==> config.mk <==
export PLATFORM = sky130hd
export DESIGN_NAME = br_rx_buffer
export DESIGN_NICKNAME = d
export VERILOG_FILES = /design/src/rtl/br_rx_buffer.sv
export SDC_FILE = /design/constraint.sdc
export NUM_CORES = 1
export LEC_CHECK = 0
export CORE_MARGIN = 2
export CORE_UTILIZATION = 26
export CTS_BUF_LIST = sky130_fd_sc_hd__clkbuf_8
export DETAILED_ROUTE_END_ITERATION = 12
export PLACE_DENSITY = 0.52
export SLEW_MARGIN = 40
export SYNTH_ARGS = -nofsm -noshare
export SYNTH_HDL_FRONTEND = slang
export SYNTH_SLANG_ARGS = --single-unit
==> constraint.sdc <==
create_clock -name clk_i -period 7.9 [get_ports clk_i]
set_clock_uncertainty 0.1 [all_clocks]
set_input_delay 1.185 -clock clk_i [delete_from_list [all_inputs] [get_ports clk_i]]
set_output_delay 1.185 -clock clk_i [all_outputs]
set_load 0.005 [all_outputs]
==> src/rtl/br_rx_buffer.sv <==
// br_rx_buffer: broadcast receive FIFO feeding the DMNI kernel-service MMRs.
// Packets from the broadcast router are queued in a circular buffer. The head
// packet is exposed through DMNI_BR_KSVC (0x40) and DMNI_BR_PAYLOAD (0x44).
// Reading the payload register pops the head. Writing bit 0 of the KSVC
// register flushes the queue.
module br_rx_buffer #(
    parameter int  BR_BUFFER_SIZE = 8,
    localparam int PTR_W          = $clog2(BR_BUFFER_SIZE)
) (
    input  logic             clk_i,
    input  logic             rst_ni,
    input  logic             br_req_i,
    output logic             br_ack_o,
    input  logic [35:0]      br_payload_i,
    input  logic             cfg_en_i,
    input  logic             cfg_we_i,
    input  logic [7:0]       cfg_addr_i,
    input  logic [31:0]      cfg_data_i,
    output logic [31:0]      cfg_data_o,
    output logic             pending_o,
    output logic             full_o,
    output logic [PTR_W:0]   count_o
);

    localparam logic [7:0]       ADDR_BR_KSVC    = 8'h40;
    localparam logic [7:0]       ADDR_BR_PAYLOAD = 8'h44;
    localparam logic [PTR_W:0]   DEPTH           = BR_BUFFER_SIZE[PTR_W:0];
    localparam logic [PTR_W:0]   CNT_ONE         = 1;
    localparam logic [PTR_W-1:0] PTR_ONE         = 1;

    logic [35:0]      mem [BR_BUFFER_SIZE];
    logic [PTR_W-1:0] head_q;
    logic [PTR_W-1:0] tail_q;
    logic [PTR_W:0]   count_q;
    logic             ready_q;

    logic [35:0]      head_entry;
    logic             not_empty;
    logic             push;
    logic             cfg_read;
    logic             pop;
    logic             flush;
    logic             unused_cfg_bits;

    // Only bit 0 of the write data carries meaning (the flush request).
    assign unused_cfg_bits = ^cfg_data_i[31:1];

    assign head_entry = mem[head_q];
    assign not_empty  = (count_q != '0);
    assign pending_o  = not_empty;
    assign full_o     = (count_q == DEPTH);
    assign count_o    = count_q;

    // ready_q keeps ack low through reset and the reset-release edge.
    assign br_ack_o   = ready_q && !full_o;
    assign push       = br_req_i && br_ack_o;
    assign cfg_read   = cfg_en_i && !cfg_we_i;
    assign pop        = cfg_read && (cfg_addr_i == ADDR_BR_PAYLOAD) && not_empty;
    assign flush      = cfg_en_i && cfg_we_i && (cfg_addr_i == ADDR_BR_KSVC) && cfg_data_i[0];

    // Packet storage: written at the tail on every accepted push.
    always_ff @(posedge clk_i) begin
        if (push) begin
            mem[tail_q] <= br_payload_i;
        end
    end

    // Pointer and occupancy bookkeeping; flush drops everything except a push in the same cycle.
    always_ff @(posedge clk_i or negedge rst_ni) begin
        if (!rst_ni) begin
            head_q  <= '0;
            tail_q  <= '0;
            count_q <= '0;
            ready_q <= 1'b0;
        end else begin
            ready_q <= 1'b1;
            if (push) begin
                tail_q <= tail_q + PTR_ONE;
            end
            if (flush) begin
                head_q  <= tail_q;
                count_q <= push ? CNT_ONE : '0;
            end else begin
                if (pop) begin
                    head_q <= head_q + PTR_ONE;
                end
                case ({push, pop})
                    2'b10:   count_q <= count_q + CNT_ONE;
                    2'b01:   count_q <= count_q - CNT_ONE;
                    default: count_q <= count_q;
                endcase
            end
        end
    end

    // Registered read data; empty reads and unknown addresses return zero, otherwise the value holds.
    always_ff @(posedge clk_i or negedge rst_ni) begin
        if (!rst_ni) begin
            cfg_data_o <= '0;
        end else if (cfg_read) begin
            if (cfg_addr_i == ADDR_BR_KSVC && not_empty) begin
                cfg_data_o <= {28'b0, head_entry[3:0]};
            end else if (cfg_addr_i == ADDR_BR_PAYLOAD && not_empty) begin
                cfg_data_o <= {head_entry[19:4], head_entry[35:20]};
            end else begin
                cfg_data_o <= '0;
            end
        end
    end

endmodule

==> qor.txt <==
Period utilization - 0.452
# hold bufs at CTS - 0
First-pass GRT wire length - 41600 um
Finished Layout Cells - 1388
Fmax - 280 MHz
PD cells - 247 nW/um2
Via count - 6089
Worst Setup Path Type - reg -> out
Syn avg cell area - 20.9 um2
Worst r2r dst - cfg_data_o[2]$_DFFE_PN0N_
Req. time, crit path - 6.61 ns
DRT antenna net count - 0
Number of synthesized flops with an enable pin - 288
Area growth from synthesis to layout - 20.5%
Min-delay worst type - reg -> reg
DR iter-0 viols - 402
Area of the multi-input gates - 2850 um2
First drt pass iteration count - 4
Die area - 50600 um2
Startpoint class of the critical path - flop
Clk root buf - clkbuf_8
Synth cell types - 43
Mapped Nets - 692
Antenna violations before repair - 3
CP Capture Type - output port
Synth Warn # - 0
Initial Utilization - 0.265
Hold Vio Cnt, Final - 0
Post-placement cell count - 1291
IO Pins - 120
Global-route usage over all layers - 0.112
Routability Congestion - 0.680
H-tree lvl count - 2
Run status - complete, no violations
Post-synthesis async set-or-reset flop share - 0.130
DR DRC count - 0
Slew @ Worst Pin - 0.734 ns
Die width - 225 um
Rel. slew slack - 0.511
Worst-case clock buffer depth - 3
Input/output buffers - 88
RSZ-0062 raised after global routing - false
# fillers - 4631
Worst VDD drop - 0.000116 V
Final setup TNS - 0 ns
Via density - 4.39
Setup violations, final - 0
Share of cells above drive strength 1 - 0.215
CP peak stage delay - 0.61 ns
Grt total ovfl - 0
WHS Path Cells - 2
Post-Synthesis Cell Area - 12700 um2
Drt wl/cell - 20.3 um
Final #Nets - 815
Die Ht - 225 um
R2r setup slk - 5.09 ns
Tmin final - 3.57 ns
Primary FF master, synth - edfxtp_1
Later-pin clock latency in the skew report - 0.58 ns
Core footprint - 47900 um2
Worst path slowest cell - or4b_1
Dpl cell area - 14300 um2
Worst Hold Path EP - cfg_data_o[22]$_DFFE_PN0N_
Depth of the most critical reg-to-reg path - 5
Clock Pin Slew Worst Setup and Hold Paths - 0.07 ns
Crit path cell chain - or4b_1, and2_1, clkdlybuf4s50_1
Critical path arrival - 2.29 ns
Max cap viols - 0
Number of buffers and inverters on the critical path - 1
Final HPWL DP - 14300 um
# Post-CTS Setup Buffers - 0
Routed wire length - 28100 um
Sequential Area - 9730 um2
Post-synthesis cell count - 608
Final instance area - 15300 um2
Hold Path Origin - cfg_data_o[22]$_DFFE_PN0N_
FF-to-FF Start - head_q[0]$_DFFE_PN0P_
Top delay family on crit path - simple AND/OR/NAND/NOR gates
Cts bufs inserted - 52
Max Slew Vio Count - 0
Core Util, Final - 0.319
Sequential element share of the synthesized area - 0.766
FP Rows - 80
CTS tree - yes
Post-CTS resize count - 0
Synthesis-stage register bit count - 331
Crit Path Max Fanout - 8
Vias in the first global route - 6366
Sinks on Clock Net - 331
Leakage - 4.90 nW
Largest net degree at the start of global routing - 57
[routing by layer]
layer | vias to the layer above | GRT usage | wire, um | part of all wire
met5 | - | 0 | 26 | 0.00092
met2 | 182 | 0.168 | 12600 | 0.45
met4 | 4 | 0.0312 | 492 | 0.017
met1 | 3125 | 0.161 | 12900 | 0.46
li1 | 2731 | - | - | -
met3 | 47 | 0.0269 | 2130 | 0.076
[synth_stat cells (all sizes together), types with 2 or more instances]
master / instances / share of area
edfxtp: 288 / 0.68
mux4: 72 / 0.13
nor4b: 3 / 0.0033
buf: 20 / 0.0092
nor3b: 2 / 0.0012
or4b: 2 / 0.0019
a2bb2oi: 4 / 0.0028
ha: 3 / 0.0030
dfrtp: 43 / 0.085
and2: 2 / 0.00099
o21ai: 35 / 0.014
nand4: 2 / 0.0022
nand2b: 3 / 0.0015
nor3: 4 / 0.0020
a21oi: 2 / 0.00079
and3b: 2 / 0.0014
nand2: 41 / 0.012
inv: 2 / 0.00059
clkbuf: 12 / 0.0035
xor2: 2 / 0.0014
xnor2: 4 / 0.0028
mux2i: 42 / 0.033
nor2: 7 / 0.0021
[registers in the layout, indices dropped and copies added, names as in the netlist]
signal      count
tail_q          3
head_q          3
cfg_data_o     32
ready_q         1
mem           288
count_o         4
[cell usage in the layout, fill, tap and decap left out, types with 3 or more instances in the layout]
master             n
xnor2_1            4
buf_6              3
nand2_1           40
clkdlybuf4s50_1   87
clkinv_2           5
clkinv_1          13
buf_4              9
inv_1             23
mux4_2            72
a2bb2oi_1          4
nor3_2             3
nor2_1             6
dfrtp_1           40
mux2i_1           42
ha_1               3
o21ai_0           33
clkbuf_8          53
edfxtp_1         288
[where the power goes]
group	switching [mW]	internal, mW
registers	0.0692	2.04
clock network	0.652	0.656
logic	0.197	0.169
total	0.918	2.86
[per-stage QoR]
step	worst slack [ns]	hold WS, ns	total power, mW
3_5_place_dp	3.76	0.372	2.53
2_1_floorplan	1.98	0.373	2.35
3_3_place_gp	3.74	0.366	2.51
6_report	4.33	0.380	3.78
4_1_cts	4.26	0.386	3.85
5_1_grt	4.18	0.412	3.96
[kinds of logic after synthesis]
kind of cell	Yosys count	share of synthesized area
buf+inv	34	0.0133
simple gates	75	0.0326
flops	331	0.766
compound gates	43	0.0187
xor+xnor	6	0.00414
mux	115	0.162
fa+ha+maj	3	0.00296
other cells	1	0.000295
[layout make-up]
class,instances,area share
clock buffers,53,0.0477
well taps,615,0.0503
flip-flops and latches,331,0.637
diodes,1,0.000164
clock inverters,42,0.0130
inverters,2,0.000491
repair buffers,101,0.0652
multi-input cells,243,0.187
[worst min-delay path: cells and delay by family (launching register included)]
kind / cells / cell delay (ns)
DFF: 1 / 0.34
and+or+nand+nor: 1 / 0.05
AOI/OAI and AO/OA: 1 / 0.06
[how the worst max path moves through the flow]
stage | slack, ns | endpoint | startpoint | cells past startpoint
floorplan | 1.98 | mem[2][0]$_DFFE_PP_ | br_req_i | 3
global route | 4.18 | full_o | count_o[1]$_DFFE_PN0P_ | 3
global placement | 3.74 | count_o[2]$_DFFE_PN0P_ | cfg_addr_i[5] | 10
detailed placement | 3.76 | count_o[2]$_DFFE_PN0P_ | cfg_addr_i[5] | 10
CTS | 4.26 | full_o | count_o[1]$_DFFE_PN0P_ | 3
finish | 4.33 | br_ack_o | count_o[1]$_DFFE_PN0P_ | 3
No activity file was read; power rests on OpenSTA's default activity.
